===== src/rtl/alu_arb_pkg.sv =====
// alu_arb_pkg: shared FSM state, ALU opcode encodings and id-width helper for the ALU arbiter
package alu_arb_pkg;
  typedef enum logic [1:0] {IDLE, EXEC, RESP} state_t;
  localparam logic [3:0] ALU_ADD  = 4'h0;
  localparam logic [3:0] ALU_SUB  = 4'h1;
  localparam logic [3:0] ALU_SLL  = 4'h2;
  localparam logic [3:0] ALU_SLT  = 4'h3;
  localparam logic [3:0] ALU_SLTU = 4'h4;
  localparam logic [3:0] ALU_XOR  = 4'h5;
  localparam logic [3:0] ALU_SRL  = 4'h6;
  localparam logic [3:0] ALU_SRA  = 4'h7;
  localparam logic [3:0] ALU_OR   = 4'h8;
  localparam logic [3:0] ALU_AND  = 4'h9;
  function automatic int id_width(input int n);
    return (n > 1) ? $clog2(n) : 1;
  endfunction
endpackage


===== src/rtl/alu_arbiter_rr.sv =====
// rr_arbiter: combinational round-robin pick starting at ptr
module rr_arbiter
  import alu_arb_pkg::*;
#(
  parameter int N    = 2,
  parameter int ID_W = id_width(N)
) (
  input  logic [N-1:0]    req,
  input  logic [ID_W-1:0] ptr,
  output logic [N-1:0]    gnt,
  output logic [ID_W-1:0] idx,
  output logic            any
);
  logic [N-1:0] rot;
  int j;
  int sum;
  // rotate so that bit 0 is the requester at ptr, then take the lowest set bit
  always_comb begin
    rot = N'({req, req} >> ptr);
    any = |rot;
    j = 0;
    for (int i = N - 1; i >= 0; i--) j = rot[i] ? i : j;
    sum = j + int'(ptr);
    idx = ID_W'(sum >= N ? sum - N : sum);
    gnt = any ? N'(1) << idx : '0;
  end
endmodule


===== src/rtl/alu_arbiter.sv =====
// alu_arbiter: round-robin sharing of one combinational ALU with registered operands/results
module alu_arbiter
  import alu_arb_pkg::*;
#(
  parameter int NUM_REQ = 2,
  parameter int DATA_W  = 32,
  parameter int OP_W    = 4
) (
  input  logic                      clk,
  input  logic                      rst,
  input  logic [NUM_REQ-1:0]        req_valid_i,
  output logic [NUM_REQ-1:0]        req_ready_o,
  input  logic [NUM_REQ*DATA_W-1:0] req_data1_i,
  input  logic [NUM_REQ*DATA_W-1:0] req_data2_i,
  input  logic [NUM_REQ*OP_W-1:0]   req_op_i,
  output logic [NUM_REQ-1:0]        rsp_valid_o,
  input  logic [NUM_REQ-1:0]        rsp_ready_i,
  output logic [DATA_W-1:0]         rsp_data_o,
  output logic                      rsp_zero_o,
  output logic                      rsp_sign_o,
  output logic                      busy_o,
  output logic [DATA_W-1:0]         alu_data1_o,
  output logic [DATA_W-1:0]         alu_data2_o,
  output logic [OP_W-1:0]           alu_op_o,
  input  logic [DATA_W-1:0]         alu_data_i,
  input  logic                      alu_zero_i,
  input  logic                      alu_sign_i
);
  localparam int ID_W = id_width(NUM_REQ);
  state_t state, nstate;
  logic [ID_W-1:0] rr_ptr, owner, gnt_idx;
  logic [NUM_REQ-1:0] gnt;
  logic any_gnt, take, done;
  logic [DATA_W-1:0] op1_q, op2_q, res_q;
  logic [OP_W-1:0] op_q;
  logic zero_q, sign_q;
  rr_arbiter #(.N(NUM_REQ), .ID_W(ID_W)) u_rr (
    .req(req_valid_i),
    .ptr(rr_ptr),
    .gnt(gnt),
    .idx(gnt_idx),
    .any(any_gnt)
  );
  always_comb begin
    take = state == IDLE && any_gnt && !rst;
    done = state == RESP && rsp_ready_i[owner];
    nstate = take ? EXEC : state == EXEC ? RESP : done ? IDLE : state;
  end
  assign req_ready_o = take ? gnt : '0;
  assign rsp_valid_o = state == RESP ? NUM_REQ'(1) << owner : '0;
  assign busy_o      = state != IDLE;
  assign rsp_data_o  = res_q;
  assign rsp_zero_o  = zero_q;
  assign rsp_sign_o  = sign_q;
  assign alu_data1_o = op1_q;
  assign alu_data2_o = op2_q;
  assign alu_op_o    = op_q;
  // rr_ptr only moves on response completion, so fairness is per finished operation
  always_ff @(posedge clk) begin
    if (rst) begin
      state  <= IDLE;
      rr_ptr <= '0;
      owner  <= '0;
      op1_q  <= '0;
      op2_q  <= '0;
      op_q   <= '0;
      res_q  <= '0;
      zero_q <= 1'b0;
      sign_q <= 1'b0;
    end else begin
      state <= nstate;
      if (take) begin
        owner <= gnt_idx;
        op1_q <= req_data1_i[int'(gnt_idx)*DATA_W +: DATA_W];
        op2_q <= req_data2_i[int'(gnt_idx)*DATA_W +: DATA_W];
        op_q  <= req_op_i[int'(gnt_idx)*OP_W +: OP_W];
      end
      if (state == EXEC) begin
        res_q  <= alu_data_i;
        zero_q <= alu_zero_i;
        sign_q <= alu_sign_i;
      end
      if (done) rr_ptr <= owner == ID_W'(NUM_REQ - 1) ? '0 : owner + ID_W'(1);
    end
  end
endmodule

===== config.mk =====
export PLATFORM = sky130hd
export DESIGN_NAME = alu_arbiter
export DESIGN_NICKNAME = d
export VERILOG_FILES = /design/src/rtl/alu_arb_pkg.sv /design/src/rtl/alu_arbiter_rr.sv /design/src/rtl/alu_arbiter.sv
export SDC_FILE = /design/constraint.sdc
export NUM_CORES = 1
export LEC_CHECK = 0
export ABC_AREA = 0
export CAP_MARGIN = 20
export CORE_MARGIN = 5
export CORE_UTILIZATION = 43
export DETAILED_ROUTE_END_ITERATION = 12
export GPL_TIMING_DRIVEN = 0
export PLACE_DENSITY_LB_ADDON = 0.15
export SKIP_LAST_GASP = 1
export SLEW_MARGIN = 0
export SYNTH_ARGS = -nofsm -noshare
export SYNTH_HDL_FRONTEND = slang
export SYNTH_SLANG_ARGS = --single-unit

===== constraint.sdc =====
create_clock -name clk -period 6.1 [get_ports clk]
set_input_delay 1.83 -clock clk [delete_from_list [all_inputs] [get_ports clk]]
set_output_delay 1.83 -clock clk [all_outputs]
set_load 0.01 [all_outputs]

; ---- Word level (Yosys, flattened, before mapping)
; Index checks and enable logic that the tools add are counted.
[classes]
addsub = 3
order_cmp = 2
n_eq_ne = 2
n_shift = 6
n_mux = 12
n_reduce_logical = 10
[ops]
columns = op, count
row1 = 64-bit by 7-bit variable part select with 32-bit output, 2
row2 = 32-bit by 2-bit adder with 32-bit output, 1
row3 = 32-bit by 3-bit >= comparator with 1-bit output (second input constant), 1
row4 = 32-bit two-way mux, 1
row5 = 2-bit two-way mux, 5
row6 = 8-bit by 4-bit variable part select with 4-bit output, 1
row7 = 1-bit two-way mux, 6
row8 = 2-bit nonzero test, 2
row9 = 2-bit OR reduction, 2
row10 = 1-bit by 1-bit left shift with 2-bit output (first input constant), 2
row11 = 4-bit by 1-bit right shift with 2-bit output, 1
row12 = 1-bit logical AND, 3
row13 = 3-bit nonzero test, 1
row14 = 2-bit by 1-bit equality test with 1-bit output (second input constant), 1
row15 = 2-bit equality test (second input constant), 1
row16 = 2-bit logical NOT, 1
row17 = 1-bit by 2-bit less-than comparator with 1-bit output (second input constant), 1
row18 = 1-bit adder (second input constant), 1
row19 = 1-bit logical NOT, 1
row20 = 1-bit subtractor (second input constant), 1
[totals]
ff_bits = 106
word_cells = 45

; ---- Longest topological paths before layout
[logic_depth]
depth_word = 9
ltp_mapped = 6
ltp_nobuf = 3

; ---- Modules after synthesis
; Synthesis repeated with hierarchy kept, for this count alone.
[hier_totals]
hier_cells = 409
hier_area_um2 = 4678.2
[by_module_without_submodules]
columns = module, n_inst, cells_each, area_each_um2
row1 = alu_arbiter, 1, 403, 4642.0
row2 = rr_arbiter, 1, 6, 36.3

; ---- Worst setup path after synthesis
; OpenSTA, ideal clock, no wires.
[synth_path]
path_kind = input -> output
startpoint = input port req_valid_i[1]
endpoint = output port req_ready_o[0]
t_arrival_ns = 3.061
t_required_ns = 4.270
setup_slack_ns = 1.209
cell_stages = 4
path_buffers = 3
cell_sequence = buf_2 > clkbuf_1 > buf_1 > a2111oi_0
[synth_via]
elab_chain_len = 9
elab_cells_between_ends = 13
[synth_lines]
columns = element, line
row1 = start: declaration, alu_arbiter.sv:11  ; input logic [NUM_REQ-1:0] req_valid_i,
row2 = 4-bit by 1-bit right shift with 2-bit output (*), alu_arbiter_rr.sv:19  ; rot = N'({req, req} >> ptr);
row3 = 1-bit two-way mux, alu_arbiter_rr.sv:22  ; for (int i = N - 1; i >= 0; i--) j = rot[i] ? i : j;
row4 = 32-bit two-way mux, alu_arbiter_rr.sv:22
row5 = 32-bit by 2-bit adder with 32-bit output, alu_arbiter_rr.sv:23  ; sum = j + int'(ptr);
row6 = 32-bit by 3-bit >= comparator with 1-bit output / 1-bit subtractor (equally long branches), alu_arbiter_rr.sv:24  ; idx = ID_W'(sum >= N ? sum - N : sum);
row7 = 1-bit two-way mux, alu_arbiter_rr.sv:24
row8 = 1-bit by 1-bit left shift with 2-bit output, alu_arbiter_rr.sv:25  ; gnt = any ? N'(1) << idx : '0;
row9 = 2-bit two-way mux, alu_arbiter_rr.sv:25
row10 = 2-bit two-way mux (*), alu_arbiter.sv:49  ; assign req_ready_o = take ? gnt : '0;
row11 = end: declaration, alu_arbiter.sv:12  ; output logic [NUM_REQ-1:0] req_ready_o,
; Mark *: on every way between the ends. The rest lies on a longest branch, timed or not.

; ---- Final worst setup path
[layout_path]
startpoint = input port rst
endpoint = output port req_ready_o[0]
[layout_via]
elab_chain_len = 3
[layout_lines]
columns = element, line
row1 = start: declaration, alu_arbiter.sv:10  ; input logic rst,
row2 = 1-bit logical NOT, alu_arbiter.sv:45  ; take = state == IDLE && any_gnt && !rst;
row3 = 1-bit logical AND, alu_arbiter.sv:45
row4 = 2-bit two-way mux, alu_arbiter.sv:49
; Every way passes these cells.

==> flow_summary_export.csv <==
group,metric,value,unit
detailed_routing,postRouteAntennaNets,0,
detailed_routing,routed-via-count,6237,
die,io_pins,283,
clock_network,clock_sinks,106,
worst_setup_path,crit-reg2reg-capture,"alu_data1_o[20]$_SDFFE_PP0P_",
clock_network,cts-root-buf,"clkbuf_16",
clock_network,cts_buffer_depth,2,
worst_hold_path,worstHoldStart,"rsp_data_o[28]$_SDFFE_PP0P_",
cells_and_area,nFillCells,985,
worst_setup_path,critPathMaxStageDelay,650,ps
worst_setup_path,crit_family,"buffers and inverters",
pwr,peakVddDrop,141,uV
run,maxCapViolCount,0,
synth,ys_types,27,
timing,relSlewSlack,56.8,%
pwr,p_total,1.97,mW
worst_setup_path,crit_chain,"clkdlybuf4s50_1, buf_2, buf_2, buf_1, a2111oi_0, clkdlybuf4s50_1",
timing,tns,0,ps
cells_and_area,drive_gt1_share,5.52,%
timing,skew,4.89,ps
timing,tightestPinTransition,632,ps
clock_network,cts_resized,0,
timing,setup_viol,0,
worst_setup_path,critPathBufInv,5,
place,finalWeightedCongestion,0.934,
status,outcome,"finished, final reports clean",
timing,slew_violations,0,
synth,synth_seq_cells,106,
worst_hold_path,hp-class,"reg -> reg",
timing,post-route-period-util,99.0,%
global_route,grt_overflow,0,
clock_network,clk_pin_slew_worst_paths,70,ps
detailed_routing,drt-pass1-iter-count,5,
place,dp_cells,1044,
worst_setup_path,critPathMaxFanout,10,
synth,yosysWarnings,0,
worst_setup_path,cp.arrival,4210,ps
detailed_routing,wl_per_cell,20.4,um
die,die_area,15100,sq um
cells_and_area,instances_no_fill,1060,
die,initial_core_util,43.6,%
cells_and_area,nets,1058,
timing,finalHoldViolCount,0,
global_route,grt_pass1_wl,32.5,mm
worst_hold_path,holdPathStages,2,
timing,max_freq,166,MHz
worst_hold_path,holdPathEnd,"rsp_data_o[28]$_SDFFE_PP0P_",
detailed_routing,drc,0,
global_route,grt_antenna_before_repair,1,
global_route,grt_pass1_vias,6291,
clock_network,clkLatencyLatePin,350,ps
clock_network,cts.hold.buffers_added,0,
pwr,powerDensity,225,nW/um^2
detailed_routing,finalWirelength,21.6,mm
synth,syn_area,5470,sq um
synth,syn_area_per_cell,9.26,sq um
detailed_routing,viasPerCell,5.88,
worst_setup_path,slowest_stage,"clkdlybuf4s50_1",
worst_setup_path,end_kind,"primary output",
synth,synth_nets,767,
cells_and_area,final_cell_mix,"clkdlybuf4s50_1, dfxtp_1, nand2_1",
global_route,grt_max_degree,18,
die,num_rows,41,
worst_setup_path,rrSetupSlack,4140,ps
pwr,leakage,2.96,nW
place,portBuffers,281,
worst_setup_path,path_class,"in -> out",
worst_setup_path,reg2reg_from,"rr_ptr$_SDFFE_PP0P_",
detailed_routing,drt_iter0_drc,456,
global_route,gr-usage-all-layers,27.2,%
clock_network,h-tree-depth,3,
synth,ys_seq_area_share,38.8,%
cells_and_area,final_common_cell,"clkdlybuf4s50_1",
die,die-width,123,um
timing,min_period,6040,ps
worst_setup_path,r2r_cells,4,
die,die_height,123,um
worst_setup_path,cp.required,4270,ps
die,core-area,12600,sq um
timing,rsz0062_at_grt,"false",
place,dp_hpwl,16.3,mm
cells_and_area,area_growth,60.4,%
cells_and_area,postLayoutCoreUtil,69.9,%
clock_network,cts_buffers,9,
clock_network,cts_tree,"done",
synth,syn-instance-count,591,
worst_setup_path,start_kind,"input pin",
-- final cells by class --
cell class	instances	area [sq um]	share of cell area, %
multi-input combinational	396	2900	33.0
tap	172	215	2.45
sequential	106	2120	24.2
antenna	1	2.50	0.0285
inverter	1	3.75	0.0428
timing repair buffer	281	2810	32.0
clock inverter	6	40.0	0.456
clock buffer	10	239	2.72
buffer	87	443	5.04
-- worst min-delay path, cell delays in order (launching register included) --
cell and delay, ps:
dfxtp_1 310, nand2_1 50, a21oi_1 50
-- worst max path at each step --
stage                    from        endpoint  slack (ps)  cells after the start
4_1_cts        req_valid_i[0]  req_ready_o[1]          90                      7
2_1_floorplan  req_valid_i[1]  req_ready_o[0]        1210                      4
5_1_grt                   rst  req_ready_o[0]          60                      6
3_3_place_gp              rst  req_ready_o[0]           6                      6
6_report                  rst  req_ready_o[0]          60                      6
3_5_place_dp   req_valid_i[0]  req_ready_o[1]          90                      7
-- cell families (layout without fill, tap and decap cells) --
logic type	Yosys count	after routing	synth area share [%]
simple gates	217	217	25.1
compound gates	177	177	27.6
flops	106	106	38.8
buf+inv	89	385	8.23
fa+ha+maj	1	1	0.206
mux	1	1	0.183
other cells	0	1	0
-- stage by stage --
step                      hold slack [ps]  area (sq um)  setup slack [ps]
after global placement                443          8500              6.42
final                                 456          8780              61.4
after global routing                  479          8780              64.5
after detailed placement              447          8500              92.7
after floorplan                       481          5470              1210
after CTS                             457          8780              85.8
-- synth_stat cells --
master | n | area, sq um
dfxtp_1 | 106 | 2120
nand2_1 | 70 | 263
nand2b_1 | 69 | 432
a221o_1 | 68 | 681
nor4b_1 | 66 | 578
a2111oi_0 | 61 | 534
clkbuf_1 | 57 | 214
a21oi_1 | 36 | 180
buf_2 | 15 | 75.1
buf_6 | 13 | 146
a2111oi_1 | 8 | 80.1
buf_1 | 3 | 11.3
and3b_1 | 2 | 17.5
nor2b_1 | 2 | 12.5
nor4b_2 | 2 | 30.0
o21bai_1 | 2 | 15.0
a22o_1 | 1 | 8.76
and2_1 | 1 | 6.26
inv_2 | 1 | 3.75
maj3_2 | 1 | 11.3
mux2i_1 | 1 | 10.0
nand3b_1 | 1 | 7.51
nor2_2 | 1 | 6.26
nor3_1 | 1 | 5.00
nor3b_1 | 1 | 7.51
o21ba_1 | 1 | 10.0
or2_1 | 1 | 6.26
-- power breakdown --
| part | total [mW] | switching, mW | internal, mW |
|---|---|---|---|
| logic | 0.615 | 0.287 | 0.328 |
| registers | 0.803 | 0.0433 | 0.760 |
| clock network | 0.557 | 0.267 | 0.289 |
| total | 1.97 | 0.597 | 1.38 |
-- timing repair --
item	in CTS	in global routing
setup buffers	0	0
endpoints found under the setup margin	0	1
endpoints found under the hold margin	0	0
-- routing by layer --
layer / wire length [um] / vias up / track usage, %
met5: 0 / - / 0
met4: 1040 / 0 / 14.6
met3: 2110 / 70 / 8.57
met2: 10200 / 351 / 44.8
met1: 8250 / 2928 / 31.5
li1: - / 2888 / -
-- registers in the layout, summed over array words and instances, names as in the netlist --
signal	flops
rsp_sign_o	1
rr_ptr	1
owner	1
rsp_zero_o	1
state	2
rsp_data_o	32
alu_op_o	4
alu_data1_o	32
alu_data2_o	32
(Power assumes the default switching activity.)
